## config.mk

```make
export PLATFORM = sky130hd
export DESIGN_NAME = cu_sequencer_flat
export DESIGN_NICKNAME = d
export VERILOG_FILES = /design/src/rtl/cu_sequencer_if.sv /design/src/rtl/cu_sequencer.sv /design/src/flat_wrapper.sv
export SDC_FILE = /design/constraint.sdc
export NUM_CORES = 1
export LEC_CHECK = 0
export CORE_ASPECT_RATIO = 1.25
export CORE_UTILIZATION = 55
export CTS_CLUSTER_SIZE = 25
export DETAILED_ROUTE_END_ITERATION = 8
export GPL_ROUTABILITY_DRIVEN = 1
export PLACE_DENSITY = 0.82
export SLEW_MARGIN = 20
export SYNTH_ARGS = -nofsm -noshare
export SYNTH_HDL_FRONTEND = slang
export SYNTH_SLANG_ARGS = --single-unit
```

## constraint.sdc

```tcl
create_clock -name clk -period 4.4 [get_ports clk]
set_clock_uncertainty 0.15 [all_clocks]
set_input_delay 0.66 -clock clk [delete_from_list [all_inputs] [get_ports clk]]
set_output_delay 0.66 -clock clk [all_outputs]
set_load 0.03 [all_outputs]
```

## src/rtl/cu_sequencer_if.sv

```systemverilog
// rtl/cu_sequencer_if.sv - instruction/data memory handshake bundle for cu_sequencer
interface cu_sequencer_if;
  logic if_req;
  logic if_ack;
  logic ir_en;
  logic mem_req;
  logic mem_ack;
  logic pc_en;

  modport master (output if_req, ir_en, mem_req, pc_en, input if_ack, mem_ack);
  modport slave  (input if_req, ir_en, mem_req, pc_en, output if_ack, mem_ack);
endinterface

```

## src/rtl/cu_sequencer.sv

```systemverilog
// rtl/cu_sequencer.sv - multi-cycle fetch/decode/exec/mem/wb control unit
module cu_sequencer #(
  parameter int MULDIV_LAT   = 4,
  parameter int MEM_WAIT_MAX = 8
) (
  input  logic           clk,
  input  logic           rst,
  input  logic [4:0]     Cu_opcode,
  input  logic           Cu_imm,
  cu_sequencer_if.master bus,
  output logic Cu_isAdd, Cu_isSub, Cu_isCmp, Cu_isMul, Cu_isDiv, Cu_isMod, Cu_isLsl,
  output logic Cu_isLsr, Cu_isAsr, Cu_isOr, Cu_isAnd, Cu_isNot, Cu_isMov,
  output logic Cu_isLd, Cu_isSt, Cu_isBeq, Cu_isBgt, Cu_isUBranch, Cu_isCall, Cu_isRet,
  output logic Cu_isImmediate, Cu_isWb,
  output logic halted,
  output logic illegal_op,
  output logic mem_err
);
  typedef enum logic [2:0] {FETCH, DECODE, EXEC, MEM, WB, HALT} state_t;

  state_t      state;
  logic [18:0] ctl, dec_ctl;
  logic        dec_wb, dec_md, dec_ld, dec_st, dec_hlt, dec_ill, dec_imm_ok;
  logic        wb_q, md_q, ld_q, st_q, hlt_q;
  logic [3:0]  md_cnt;
  logic [7:0]  mem_cnt;
  logic        if_req_q, mem_req_q, pc_en_q, is_wb_q, is_ld_q, is_st_q;

  // ctl bit order: add sub cmp mul div mod lsl lsr asr or and not mov beq bgt ub call ret imm
  always_comb begin
    dec_ctl    = '0;
    dec_wb     = 1'b0;
    dec_md     = 1'b0;
    dec_ld     = 1'b0;
    dec_st     = 1'b0;
    dec_hlt    = 1'b0;
    dec_ill    = 1'b0;
    dec_imm_ok = 1'b0;
    case (Cu_opcode)
      5'b00000: begin dec_ctl[0]  = 1'b1; dec_imm_ok = 1'b1; dec_wb = 1'b1; end
      5'b00001: begin dec_ctl[1]  = 1'b1; dec_imm_ok = 1'b1; dec_wb = 1'b1; end
      5'b00010: begin dec_ctl[3]  = 1'b1; dec_imm_ok = 1'b1; dec_wb = 1'b1; dec_md = 1'b1; end
      5'b00011: begin dec_ctl[4]  = 1'b1; dec_imm_ok = 1'b1; dec_wb = 1'b1; dec_md = 1'b1; end
      5'b00100: begin dec_ctl[5]  = 1'b1; dec_imm_ok = 1'b1; dec_wb = 1'b1; dec_md = 1'b1; end
      5'b00101: begin dec_ctl[2]  = 1'b1; dec_imm_ok = 1'b1; end
      5'b00110: begin dec_ctl[10] = 1'b1; dec_imm_ok = 1'b1; dec_wb = 1'b1; end
      5'b00111: begin dec_ctl[9]  = 1'b1; dec_imm_ok = 1'b1; dec_wb = 1'b1; end
      5'b01000: begin dec_ctl[11] = 1'b1; dec_imm_ok = 1'b1; dec_wb = 1'b1; end
      5'b01001: begin dec_ctl[12] = 1'b1; dec_imm_ok = 1'b1; dec_wb = 1'b1; end
      5'b01010: begin dec_ctl[6]  = 1'b1; dec_imm_ok = 1'b1; dec_wb = 1'b1; end
      5'b01011: begin dec_ctl[7]  = 1'b1; dec_imm_ok = 1'b1; dec_wb = 1'b1; end
      5'b01100: begin dec_ctl[8]  = 1'b1; dec_imm_ok = 1'b1; dec_wb = 1'b1; end
      5'b01101: ;
      5'b01110: begin dec_ctl[0]  = 1'b1; dec_imm_ok = 1'b1; dec_wb = 1'b1; dec_ld = 1'b1; end
      5'b01111: begin dec_ctl[0]  = 1'b1; dec_imm_ok = 1'b1; dec_st = 1'b1; end
      5'b10000: dec_ctl[13] = 1'b1;
      5'b10001: dec_ctl[14] = 1'b1;
      5'b10010: dec_ctl[15] = 1'b1;
      5'b10011: begin dec_ctl[15] = 1'b1; dec_ctl[16] = 1'b1; dec_wb = 1'b1; end
      5'b10100: begin dec_ctl[15] = 1'b1; dec_ctl[17] = 1'b1; end
      5'b11111: dec_hlt = 1'b1;
      default:  dec_ill = 1'b1;
    endcase
    dec_ctl[18] = dec_imm_ok & Cu_imm;
  end

  always_ff @(posedge clk) begin
    if (rst) begin
      state      <= FETCH;
      ctl        <= '0;
      wb_q       <= 1'b0;
      md_q       <= 1'b0;
      ld_q       <= 1'b0;
      st_q       <= 1'b0;
      hlt_q      <= 1'b0;
      md_cnt     <= '0;
      mem_cnt    <= '0;
      if_req_q   <= 1'b0;
      mem_req_q  <= 1'b0;
      pc_en_q    <= 1'b0;
      is_wb_q    <= 1'b0;
      is_ld_q    <= 1'b0;
      is_st_q    <= 1'b0;
      halted     <= 1'b0;
      illegal_op <= 1'b0;
      mem_err    <= 1'b0;
    end else begin
      pc_en_q <= 1'b0;
      is_wb_q <= 1'b0;
      case (state)
        FETCH: begin
          if (if_req_q && bus.if_ack) begin
            if_req_q <= 1'b0;
            state    <= DECODE;
          end else begin
            if_req_q <= 1'b1;
          end
        end
        DECODE: begin
          ctl        <= dec_ctl;
          wb_q       <= dec_wb;
          md_q       <= dec_md;
          ld_q       <= dec_ld;
          st_q       <= dec_st;
          hlt_q      <= dec_hlt;
          illegal_op <= illegal_op | dec_ill;
          md_cnt     <= '0;
          state      <= EXEC;
        end
        EXEC: begin
          if (md_q && md_cnt != 4'(MULDIV_LAT - 1)) begin
            md_cnt <= md_cnt + 4'd1;
          end else if (ld_q || st_q) begin
            state     <= MEM;
            mem_req_q <= 1'b1;
            is_ld_q   <= ld_q;
            is_st_q   <= st_q;
            mem_cnt   <= '0;
          end else if (hlt_q) begin
            state  <= HALT;
            halted <= 1'b1;
          end else begin
            state   <= WB;
            pc_en_q <= 1'b1;
            is_wb_q <= wb_q;
          end
        end
        MEM: begin
          // a timed-out access still retires through WB, but never writes back
          if (bus.mem_ack || mem_cnt == 8'(MEM_WAIT_MAX - 1)) begin
            state     <= WB;
            pc_en_q   <= 1'b1;
            is_wb_q   <= wb_q & bus.mem_ack;
            mem_err   <= mem_err | ~bus.mem_ack;
            mem_req_q <= 1'b0;
            is_ld_q   <= 1'b0;
            is_st_q   <= 1'b0;
          end else begin
            mem_cnt <= mem_cnt + 8'd1;
          end
        end
        WB: begin
          state    <= FETCH;
          if_req_q <= 1'b1;
          ctl      <= '0;
          wb_q     <= 1'b0;
          md_q     <= 1'b0;
          ld_q     <= 1'b0;
          st_q     <= 1'b0;
        end
        HALT:    state <= HALT;
        default: state <= FETCH;
      endcase
    end
  end

  assign bus.if_req  = if_req_q;
  assign bus.ir_en   = if_req_q & bus.if_ack;
  assign bus.mem_req = mem_req_q;
  assign bus.pc_en   = pc_en_q;
  assign Cu_isWb     = is_wb_q;
  assign Cu_isLd     = is_ld_q;
  assign Cu_isSt     = is_st_q;
  assign {Cu_isImmediate, Cu_isRet, Cu_isCall, Cu_isUBranch, Cu_isBgt, Cu_isBeq, Cu_isMov,
          Cu_isNot, Cu_isAnd, Cu_isOr, Cu_isAsr, Cu_isLsr, Cu_isLsl, Cu_isMod, Cu_isDiv,
          Cu_isMul, Cu_isCmp, Cu_isSub, Cu_isAdd} = ctl;
endmodule
```

## src/flat_wrapper.sv

```systemverilog
// flat-port wrapper written by rule: the top's interface ports become plain ports
module cu_sequencer_flat 
#(
  parameter int MULDIV_LAT   = 4,
  parameter int MEM_WAIT_MAX = 8
)
  (clk, rst, Cu_opcode, Cu_imm, Cu_isAdd, Cu_isSub, Cu_isCmp, Cu_isMul, Cu_isDiv, Cu_isMod, Cu_isLsl, Cu_isLsr, Cu_isAsr, Cu_isOr, Cu_isAnd, Cu_isNot, Cu_isMov, Cu_isLd, Cu_isSt, Cu_isBeq, Cu_isBgt, Cu_isUBranch, Cu_isCall, Cu_isRet, Cu_isImmediate, Cu_isWb, halted, illegal_op, mem_err, bus_if_req, bus_ir_en, bus_mem_req, bus_pc_en, bus_if_ack, bus_mem_ack);
  cu_sequencer_if bus_i ();
  input  logic clk;
  input  logic rst;
  input  logic [4:0] Cu_opcode;
  input  logic Cu_imm;
  output logic Cu_isAdd;
  output logic Cu_isSub;
  output logic Cu_isCmp;
  output logic Cu_isMul;
  output logic Cu_isDiv;
  output logic Cu_isMod;
  output logic Cu_isLsl;
  output logic Cu_isLsr;
  output logic Cu_isAsr;
  output logic Cu_isOr;
  output logic Cu_isAnd;
  output logic Cu_isNot;
  output logic Cu_isMov;
  output logic Cu_isLd;
  output logic Cu_isSt;
  output logic Cu_isBeq;
  output logic Cu_isBgt;
  output logic Cu_isUBranch;
  output logic Cu_isCall;
  output logic Cu_isRet;
  output logic Cu_isImmediate;
  output logic Cu_isWb;
  output logic halted;
  output logic illegal_op;
  output logic mem_err;
  output wire logic [$bits(bus_i.if_req)-1:0] bus_if_req;
  output wire logic [$bits(bus_i.ir_en)-1:0] bus_ir_en;
  output wire logic [$bits(bus_i.mem_req)-1:0] bus_mem_req;
  output wire logic [$bits(bus_i.pc_en)-1:0] bus_pc_en;
  input wire logic [$bits(bus_i.if_ack)-1:0] bus_if_ack;
  input wire logic [$bits(bus_i.mem_ack)-1:0] bus_mem_ack;
  assign bus_if_req = bus_i.if_req;
  assign bus_ir_en = bus_i.ir_en;
  assign bus_mem_req = bus_i.mem_req;
  assign bus_pc_en = bus_i.pc_en;
  assign bus_i.if_ack = bus_if_ack;
  assign bus_i.mem_ack = bus_mem_ack;
  cu_sequencer #(.MULDIV_LAT(MULDIV_LAT), .MEM_WAIT_MAX(MEM_WAIT_MAX)) u_core (.clk(clk), .rst(rst), .Cu_opcode(Cu_opcode), .Cu_imm(Cu_imm), .bus(bus_i), .Cu_isAdd(Cu_isAdd), .Cu_isSub(Cu_isSub), .Cu_isCmp(Cu_isCmp), .Cu_isMul(Cu_isMul), .Cu_isDiv(Cu_isDiv), .Cu_isMod(Cu_isMod), .Cu_isLsl(Cu_isLsl), .Cu_isLsr(Cu_isLsr), .Cu_isAsr(Cu_isAsr), .Cu_isOr(Cu_isOr), .Cu_isAnd(Cu_isAnd), .Cu_isNot(Cu_isNot), .Cu_isMov(Cu_isMov), .Cu_isLd(Cu_isLd), .Cu_isSt(Cu_isSt), .Cu_isBeq(Cu_isBeq), .Cu_isBgt(Cu_isBgt), .Cu_isUBranch(Cu_isUBranch), .Cu_isCall(Cu_isCall), .Cu_isRet(Cu_isRet), .Cu_isImmediate(Cu_isImmediate), .Cu_isWb(Cu_isWb), .halted(halted), .illegal_op(illegal_op), .mem_err(mem_err));
endmodule
```

==> impl_metrics.env, run 1 <==
export IMPL_startpoint_type="input pin"
export IMPL_clkSinkCount=48
export IMPL_root_buffer="clkbuf_8"
export IMPL_vias_per_cell=5.85
export IMPL_crit_type="in2out"
export IMPL_r2r_end="u_core.mem_cnt[4]"
export IMPL_wirelength_mm=4.97
export IMPL_drv_cap=0
export IMPL_vias=1967
export IMPL_cts_tree="yes"
export IMPL_cp_required_ps=3590
export IMPL_status="complete, no violations"
export IMPL_cts_resized=0
export IMPL_fmax_mhz=364
export IMPL_rrSetupSlack_ps=2030
export IMPL_gp_congestion=0.786
export IMPL_die_y_um=74.3
export IMPL_die_width_um=59.8
export IMPL_synth_edf_count=0
export IMPL_critPathArrivalTime_ps=1940
export IMPL_synth_seq_area_share_pct=41.8
export IMPL_crit_path_end_kind="primary output"
export IMPL_hold_violations=0
export IMPL_async_reset_ff_share_pct=0
export IMPL_io_pin_count=39
export IMPL_ys_seq_elements=48
export IMPL_cts_max_level=2
export IMPL_antenna_cells=0
export IMPL_ant_nets=0
export IMPL_reg2reg_depth=5
export IMPL_final_area_um2=2760
export IMPL_tightest_slew_ps=798
export IMPL_ys_types=48
export IMPL_clockBufferDepth=2
export IMPL_syn2layout_area_growth_pct=20.1
export IMPL_final_min_clock_period_ps=2750
export IMPL_hold_ws_ps=315
export IMPL_rows=25
export IMPL_grt_pass1_wl_mm=8.08
export IMPL_antenna_found_initial=0
export IMPL_drive_gt1_share_pct=11.0
export IMPL_grt_usage_pct=23.9
export IMPL_syn_nets=267
export IMPL_start_util_pct=59.2
export IMPL_stdcell_count=336
export IMPL_slew_limit_headroom_pct=46.8
export IMPL_grt_pass1_vias=1789
export IMPL_synth_main_ff_cell="dfxtp_1"
export IMPL_drt_pass1_iter_count=4
export IMPL_drc=0
export IMPL_place_hpwl_mm=3.45
export IMPL_max_vdd_ir_drop_uv=225
export IMPL_gr_total_overflow=0
export IMPL_setup_viol=0
export IMPL_p_leak_nw=0.920
export IMPL_ctsHoldBuffers=0
export IMPL_die_area_um2=4440
export IMPL_wl_per_cell_um=14.8
export IMPL_avgSynthCellArea_um2=9.01
export IMPL_placed_cells=328
export IMPL_numPortBuffers=38
export IMPL_holdPathEnd="u_core.ctl[16]"
export IMPL_synthesis_area_um2=2300
export IMPL_slew_viol_final=0
export IMPL_hold_path_class="reg2reg"
export IMPL_fillerInstances=327
export IMPL_fin_util_pct=71.1
export IMPL_design_core_area_um2=3880
export IMPL_postCtsSetupRepairBufs=0
export IMPL_yosysWarnings=0
export IMPL_place_area_um2=2660
export IMPL_final_nets=293
export IMPL_cts_made_buffers=5
export IMPL_rr_startpoint="u_core.md_cnt[0]"
export IMPL_fin_setup_tns_ps=0
export IMPL_fin_crit_sh_pct=62.5
export IMPL_grt_max_degree=36
export IMPL_synth_cells=255
export IMPL_drtIter0Drc=133
export IMPL_insertion_delay_ps=290
export IMPL_rsz0062_at_grt="no"
export IMPL_hp_start="u_core.ctl[16]"
export IMPL_clkSlewWorstSetupHoldPaths_ps=80
export IMPL_crit_fanout=2
export IMPL_p_per_area_nw_per_um2=297
export IMPL_min_path_cells=2
report_power, final:
part / switching, mW / internal, mW
logic: 0.0413 / 0.0258
clock network: 0.143 / 0.169
registers: 0.00447 / 0.437
through the flow:
step                      worst slack (ps)  power, mW
final                                 1650      0.820
after global routing                  1590      0.850
after CTS                             1640      0.824
after detailed placement              1630      0.520
after global placement                1660      0.518
after floorplan                       2430      0.498
layout by cell type (no fill, tap or decap), types with 2 or more instances in the layout:
master           synthesis  routed
inv_1                    6       6
a22oi_1                 14      14
a31oi_1                  7       7
nand2_1                 15      15
o21ai_0                  3       3
mux2i_1                  7       7
nand3b_1                 8       8
nor3b_1                  3       3
or3b_1                   2       2
nor3_1                   5       5
clkbuf_8                 0       5
a211oi_2                 4       4
a21oi_1                 14      14
nand2b_1                 4       4
or3b_2                   7       7
nor2b_1                  2       2
ha_1                     2       2
clkdlybuf4s50_1          0      37
nand3_1                  8       8
and2_1                   2       2
nor2_1                  34      34
nand4_1                  5       5
nor3b_2                  2       2
dfxtp_1                 48      48
mux2_2                   2       2
a311oi_1                 3       3
xor2_1                   3       3
a32oi_1                  6       6
worst max path at each step:
| stage | cells past startpoint | endpoint | start |
|---|---|---|---|
| after floorplan | 6 | u_core.mem_cnt[6] | u_core.md_cnt[0] |
| after global placement | 4 | bus_ir_en | bus_if_ack |
| after detailed placement | 3 | u_core.mem_cnt[4] | rst |
| after CTS | 4 | bus_ir_en | bus_if_ack |
| after global routing | 4 | bus_ir_en | bus_if_ack |
| final | 4 | bus_ir_en | bus_if_ack |
flip-flops by register name (all words and copies together) (netlist names):
name                cells
u_core.ctl             19
u_core.mem_cnt          8
u_core.md_cnt           4
u_core.state            3
u_core.Cu_isLd          1
u_core.Cu_isSt          1
u_core.Cu_isWb          1
u_core.bus.if_req       1
u_core.bus.mem_req      1
u_core.bus.pc_en        1
u_core.halted           1
u_core.hlt_q            1
u_core.illegal_op       1
u_core.ld_q             1
u_core.md_q             1
u_core.mem_err          1
u_core.st_q             1
u_core.wb_q             1
per-layer routing:
layer / global-route usage, % / wire (µm)
met4: 9.30 / 48
met1: 27.6 / 2170
met2: 42.2 / 2540
met5: 0 / 0
met3: 5.39 / 215
Yosys cell counts (all sizes together) (6+ instances only):
cell	count	area, µm²
nor3b	6	66.3
a31oi	7	43.8
nor3	6	41.3
nor2	34	128
or3b	9	78.8
a32oi	6	52.6
a21oi	14	70.1
mux2i	7	70.1
a22oi	14	105
nand3	8	40.0
nand2	15	56.3
clkbuf	13	48.8
buf	7	47.5
dfxtp	48	961
inv	6	22.5
nand3b	8	60.1
area by class of cell:
type / count / area, µm² / share of cell area (%)
Sequential cell: 48 / 961 / 34.8
Tap cell: 54 / 67.6 / 2.45
Inverter: 6 / 22.5 / 0.816
Timing Repair Buffer: 39 / 383 / 13.9
Clock inverter: 2 / 35.0 / 1.27
Multi-Input combinational cell: 181 / 1220 / 44.1
Clock buffer: 6 / 72.6 / 2.63
worst max-delay path: stages:
cell and delay [ps]:
clkdlybuf4s50_1 470, nand2_1 70, inv_1 70, clkdlybuf4s50_1 660
cell families (layout without fill, tap and decap cells):
kind of cell | after synthesis | after routing | synth area share (%)
XOR/XNOR | 3 | 3 | 1.14
adder cells (fa/ha/maj) | 2 | 2 | 1.09
multiplexers | 9 | 9 | 4.03
flip-flops | 48 | 48 | 41.8
buffers and inverters | 26 | 53 | 5.17
AND/OR/NAND/NOR | 105 | 105 | 26.4
AO/OA/AOI/OAI | 62 | 62 | 20.4
Note: power is estimated with default switching activity, not from simulation.
==> run 2: changes to the inputs <==
--- a/config.mk
+++ b/config.mk
@@ -6,11 +6,11 @@
 export NUM_CORES = 1
 export LEC_CHECK = 0
 export CORE_ASPECT_RATIO = 1.25
-export CORE_UTILIZATION = 55
+export CORE_UTILIZATION = 52
 export CTS_CLUSTER_SIZE = 25
 export DETAILED_ROUTE_END_ITERATION = 8
 export GPL_ROUTABILITY_DRIVEN = 1
-export PLACE_DENSITY = 0.82
+export PLACE_DENSITY = 0.78
 export SLEW_MARGIN = 20
 export SYNTH_ARGS = -nofsm -noshare
 export SYNTH_HDL_FRONTEND = slang
==> constraint.sdc (replaced) <==
create_clock -name clk -period 2.8 [get_ports clk]
set_clock_uncertainty 0.15 [all_clocks]
set_input_delay 0.42 -clock clk [delete_from_list [all_inputs] [get_ports clk]]
set_output_delay 0.42 -clock clk [all_outputs]
set_load 0.03 [all_outputs]
==> run 2 against run 1 <==
Sequential share of layout area shrank 0.41 points. Flip-flop and latch count stayed put. Routed wire length grew 0.48%. Via count is 1.8% higher. Combinational power up 70%. Worst hold slack lost 8.1 ps. Highest routed layer unchanged. Largest cell class unchanged. Final cell count rose by 2.4%.
==> impl_metrics.env, run 2 (same netlist as run 1, synthesis figures left out) <==
export IMPL_status="complete, no violations"
export IMPL_rows=26
export IMPL_drv_cap=0
export IMPL_drt_pass1_iter_count=4
export IMPL_drive_gt1_share_pct=12.8
export IMPL_min_path_cells=2
export IMPL_die_width_um=61.5
export IMPL_rsz0062_at_grt="no"
export IMPL_cts_tree="yes"
export IMPL_start_util_pct=55.2
export IMPL_fin_setup_tns_ps=0
export IMPL_io_pin_count=39
export IMPL_multi_input_area_um2=1220
export IMPL_slew_limit_headroom_pct=43.1
export IMPL_power_mw=1.22
export IMPL_vias_per_cell=5.82
export IMPL_crit_path_end_kind="register"
export IMPL_hold_path_class="reg2reg"
export IMPL_die_area_um2=4690
export IMPL_ctsHoldBuffers=0
export IMPL_power_switching_uw=316
export IMPL_root_buffer="clkbuf_8"
export IMPL_critPathArrivalTime_ps=2390
export IMPL_top_register="u_core.ctl"
export IMPL_seqPwrFrac_pct=56.6
export IMPL_cts_made_buffers=5
export IMPL_clockBufferDepth=2
export IMPL_wirelength_mm=5.00
export IMPL_syn2layout_area_growth_pct=21.5
export IMPL_crit_fanout=21
export IMPL_stdcell_count=344
export IMPL_fillerInstances=368
export IMPL_antenna_cells=0
export IMPL_grt_pass1_vias=1846
export IMPL_cp_required_ps=2890
export IMPL_drtIter0Drc=111
export IMPL_p_leak_nw=0.942
export IMPL_place_hpwl_mm=3.49
export IMPL_reg_largest_list="u_core.ctl (19), u_core.mem_cnt (8), u_core.md_cnt (4)"
export IMPL_grt_usage_pct=23.0
export IMPL_design_core_area_um2=4160
export IMPL_gr_total_overflow=0
export IMPL_ant_nets=0
export IMPL_max_vdd_ir_drop_uv=319
export IMPL_setup_viol=0
export IMPL_hold_violations=0
export IMPL_gp_congestion=0.813
export IMPL_numPortBuffers=38
export IMPL_startpoint_type="register"
export IMPL_seqCellArea_um2=961
export IMPL_postCtsSetupRepairBufs=0
export IMPL_grt_pass1_wl_mm=8.27
export IMPL_p_per_area_nw_per_um2=438
export IMPL_final_min_clock_period_ps=2300
export IMPL_power_share_clock_pct=34.1
export IMPL_final_nets=299
export IMPL_internal_power_uw=907
export IMPL_tightest_slew_ps=853
export IMPL_slew_viol_final=0
export IMPL_wl_per_cell_um=14.5
export IMPL_p_comb_share_pct=9.3
export IMPL_mostFrequentLayoutCells="dfxtp_1, clkdlybuf4s50_1, nor2_1"
export IMPL_crit_type="reg2reg"
export IMPL_drc=0
export IMPL_reg2reg_depth=5
export IMPL_die_y_um=76.3
export IMPL_antenna_found_initial=0
export IMPL_vias=2002
export IMPL_grt_max_degree=24
export IMPL_fin_crit_sh_pct=82.3
export IMPL_cts_max_level=2
export IMPL_placed_cells=336
export IMPL_layout_commonest_cell="dfxtp_1"
export IMPL_cts_resized=0
export IMPL_fmax_mhz=434
export IMPL_hold_ws_ps=307
export IMPL_insertion_delay_ps=310
export IMPL_swShare_pct=25.8
export IMPL_clkSinkCount=48
export IMPL_clkSlewWorstSetupHoldPaths_ps=90
export IMPL_largest_register_ffs=19
-- run 2: worst paths after layout --
kind	start	endpoint	slack, ps
setup / recovery	u_core.md_cnt[0]	u_core.mem_cnt[7]	500
setup reg to reg	u_core.md_cnt[0]	u_core.mem_cnt[7]	500
hold / removal	u_core.ctl[16]	u_core.ctl[16]	310
hold reg to reg	u_core.ctl[16]	u_core.ctl[16]	310
-- run 2: metrics by stage --
step,setup slack (ps),utilization (%),area (µm²)
2_1_floorplan,827,-,2300
6_report,496,67.0,2790
4_1_cts,496,67.0,2790
3_5_place_dp,503,64.9,2700
5_1_grt,323,67.0,2790
3_3_place_gp,543,64.9,2700
-- run 2: worst max-delay path, cell delays in order (launching register included) --
cell,delay [ps]
dfxtp_1,380
ha_1,190
or3b_1,410
a211o_1,570
a211oi_2,350
mux2i_1,190
-- run 2: layout make-up --
cell class,count,area share (%)
inverter,6,0.807
multi-input combinational,181,43.6
timing repair buffer,45,15.5
tap,56,2.51
sequential,48,34.4
clock inverter,3,0.672
clock buffer,5,2.47
-- run 2: per-layer routing --
| layer | GRT usage (%) | wire, µm |
|---|---|---|
| met3 | 3.40 | 185 |
| met1 | 28.0 | 2230 |
| met5 | 0 | 0 |
| met4 | 9.56 | 67 |
| met2 | 38.9 | 2510 |
-- run 2: power groups by stage --
stage | clock network [mW] | logic, mW | registers (mW)
5_1_grt | 0.447 | 0.124 | 0.693
4_1_cts | 0.424 | 0.113 | 0.692
2_1_floorplan | 0 | 0.0684 | 0.714
3_3_place_gp | 0 | 0.112 | 0.708
6_report | 0.417 | 0.114 | 0.692
3_5_place_dp | 0 | 0.113 | 0.708
==> run 3: changes to the inputs <==
--- a/config.mk
+++ b/config.mk
@@ -6,11 +6,11 @@
 export NUM_CORES = 1
 export LEC_CHECK = 0
 export CORE_ASPECT_RATIO = 1.25
-export CORE_UTILIZATION = 52
+export CORE_UTILIZATION = 47
 export CTS_CLUSTER_SIZE = 25
 export DETAILED_ROUTE_END_ITERATION = 8
 export GPL_ROUTABILITY_DRIVEN = 1
-export PLACE_DENSITY = 0.78
+export PLACE_DENSITY = 0.75
 export SLEW_MARGIN = 20
 export SYNTH_ARGS = -nofsm -noshare
 export SYNTH_HDL_FRONTEND = slang
==> constraint.sdc (replaced) <==
create_clock -name clk -period 1.9 [get_ports clk]
set_clock_uncertainty 0.15 [all_clocks]
set_input_delay 0.285 -clock clk [delete_from_list [all_inputs] [get_ports clk]]
set_output_delay 0.285 -clock clk [all_outputs]
set_load 0.03 [all_outputs]
==> run 3 against run 2 <==
The flow now finishes with violations (DRC, setup timing). Flip-flop and latch count unchanged. Largest power group unchanged. Worst setup slack worse by 610 ps. Sequential power up 47%. Cell area up 14%. Final cell count up 9.9%. Non-clock buffer count up 30. Via count up 8.9%. Critical path depth up 2. Register-to-register slack worse by 610 ps.
==> impl_metrics.env, run 3 (same netlist as run 1, synthesis figures left out) <==
export IMPL_setup_viol=9
export IMPL_fin_setup_tns_ps=-729
export IMPL_hold_path_class="reg2reg"
export IMPL_grt_usage_pct=22.2
export IMPL_violations="DRC, setup timing"
export IMPL_cp_required_ps=1960
export IMPL_rsz0062_at_grt="yes"
export IMPL_fmax_mhz=496
export IMPL_grt_max_degree=32
export IMPL_mostFrequentLayoutCells="dfxtp_1, clkdlybuf4s50_1, nor2_1, buf_4"
export IMPL_grt_pass1_wl_mm=9.01
export IMPL_critPathArrivalTime_ps=2070
export IMPL_p_leak_nw=1.14
export IMPL_seqPwrFrac_pct=51.0
export IMPL_crit_type="reg2reg"
export IMPL_hold_ws_ps=310
export IMPL_vias_per_cell=5.77
export IMPL_ctsHoldBuffers=0
export IMPL_syn2layout_area_growth_pct=38.3
export IMPL_largest_register_ffs=19
export IMPL_start_util_pct=48.6
export IMPL_internal_power_mw=1.53
export IMPL_critPathTopFamily="simple AND/OR/NAND/NOR gates"
export IMPL_drc=1
export IMPL_setup_ws_ps=-117
export IMPL_root_buffer="clkbuf_8"
export IMPL_die_y_um=80.2
export IMPL_final_nets=329
export IMPL_gp_congestion=0.836
export IMPL_cp_slowest_stage_delay_ps=380
export IMPL_vias=2181
export IMPL_die_area_um2=5170
export IMPL_drv_cap=0
export IMPL_clockBufferDepth=2
export IMPL_numPortBuffers=38
export IMPL_wirelength_mm=5.79
export IMPL_cts_max_level=2
export IMPL_slew_viol_final=0
export IMPL_stdcell_count=378
export IMPL_hold_violations=0
export IMPL_power_switching_uw=475
export IMPL_slew_limit_headroom_pct=71.1
export IMPL_insertion_delay_ps=310
export IMPL_grt_pass1_vias=2076
export IMPL_antenna_found_initial=0
export IMPL_cts_tree="yes"
export IMPL_worstPathCellList="ha_4 > or3b_4 > a211o_4 > buf_4 > clkbuf_16 > or3b_2 > mux2i_1"
export IMPL_layout_commonest_cell="dfxtp_1"
export IMPL_final_min_clock_period_ps=2020
export IMPL_io_pin_count=39
export IMPL_ant_nets=0
export IMPL_gr_total_overflow=0
export IMPL_top_register="u_core.ctl"
export IMPL_fin_crit_sh_pct=106
export IMPL_p_per_area_nw_per_um2=630
export IMPL_status="complete, but fails checks"
export IMPL_place_hpwl_mm=3.77
export IMPL_drive_gt1_share_pct=24.8
export IMPL_fin_util_pct=67.2
export IMPL_power_share_clock_pct=39.5
export IMPL_fillerInstances=388
export IMPL_max_vdd_ir_drop_uv=432
export IMPL_cts_made_buffers=5
export IMPL_antenna_cells=0
export IMPL_wl_per_cell_um=15.3
export IMPL_drt_pass1_iter_count=6
export IMPL_slowest_stage="or3b_4"
export IMPL_crit_path_end_kind="register"
export IMPL_drtIter0Drc=120
export IMPL_crit_buf_inv=2
export IMPL_placed_cells=364
export IMPL_tightest_slew_ps=432
export IMPL_swShare_pct=23.7
export IMPL_clkSinkCount=48
export IMPL_rows=28
export IMPL_reg_largest_list="u_core.ctl (19), u_core.mem_cnt (8), u_core.md_cnt (4)"
export IMPL_die_width_um=64.5
export IMPL_startpoint_type="register"
export IMPL_design_core_area_um2=4730
export IMPL_crit_fanout=10
export IMPL_p_comb_share_pct=9.6
export IMPL_clkSlewWorstSetupHoldPaths_ps=90
==> run 3: layer usage <==
| layer | vias up | global-route usage [%] | routed length, µm |
|---|---|---|---|
| met3 | 9 | 3.98 | 202 |
| li1 | 1056 | - | - |
| met1 | 1059 | 25.2 | 2410 |
| met5 | - | 0 | 0 |
| met2 | 57 | 40.9 | 3080 |
| met4 | 0 | 7.78 | 94 |
==> run 3: cell type report <==
class	instances	area [µm²]	area share, %
clock inverters	2	38.8	1.22
multi-input cells	181	1290	40.5
well taps	60	75.1	2.36
flip-flops and latches	48	965	30.4
repair buffers	75	707	22.3
inverters	6	22.5	0.709
clock buffers	6	82.6	2.60
==> run 3: power by group through the flow <==
stage	logic, mW	registers, mW	clock network, mW
6_report	0.191	1.02	0.791
4_1_cts	0.189	1.02	0.806
2_1_floorplan	0.101	1.05	0
5_1_grt	0.205	1.02	0.839
3_3_place_gp	0.184	1.04	0
3_5_place_dp	0.186	1.04	0
==> run 3: worst min-delay path, stage by stage (launching register included) <==
cell and delay, ps:
dfxtp_1 320, nand2_1 50, a21oi_1 50
==> run 3: through the flow <==
step / setup WS (ps) / total power [mW] / instance area (µm²)
final: -117 / 2.00 / 3180
after global routing: -181 / 2.07 / 3180
after CTS: -67.4 / 2.02 / 3040
after global placement: -33.9 / 1.23 / 2900
after detailed placement: -95.7 / 1.23 / 2900
after floorplan: -25.2 / 1.15 / 2300
==> run 3: worst paths after layout <==
check                         from                 to  slack [ps]  cells after the start
setup / recovery  u_core.md_cnt[1]  u_core.mem_cnt[2]        -120                      7
hold / removal      u_core.ctl[16]     u_core.ctl[16]         310                      2
setup reg to reg  u_core.md_cnt[1]  u_core.mem_cnt[2]        -120                      7
hold reg to reg     u_core.ctl[16]     u_core.ctl[16]         310                      2
==> run 3: what timing repair did <==
item	4_1_cts	5_1_grt
pin swaps	1	3
gates cloned	0	2
gates resized for setup	4	12
setup endpoints to repair	12	14
setup buffers	0	4
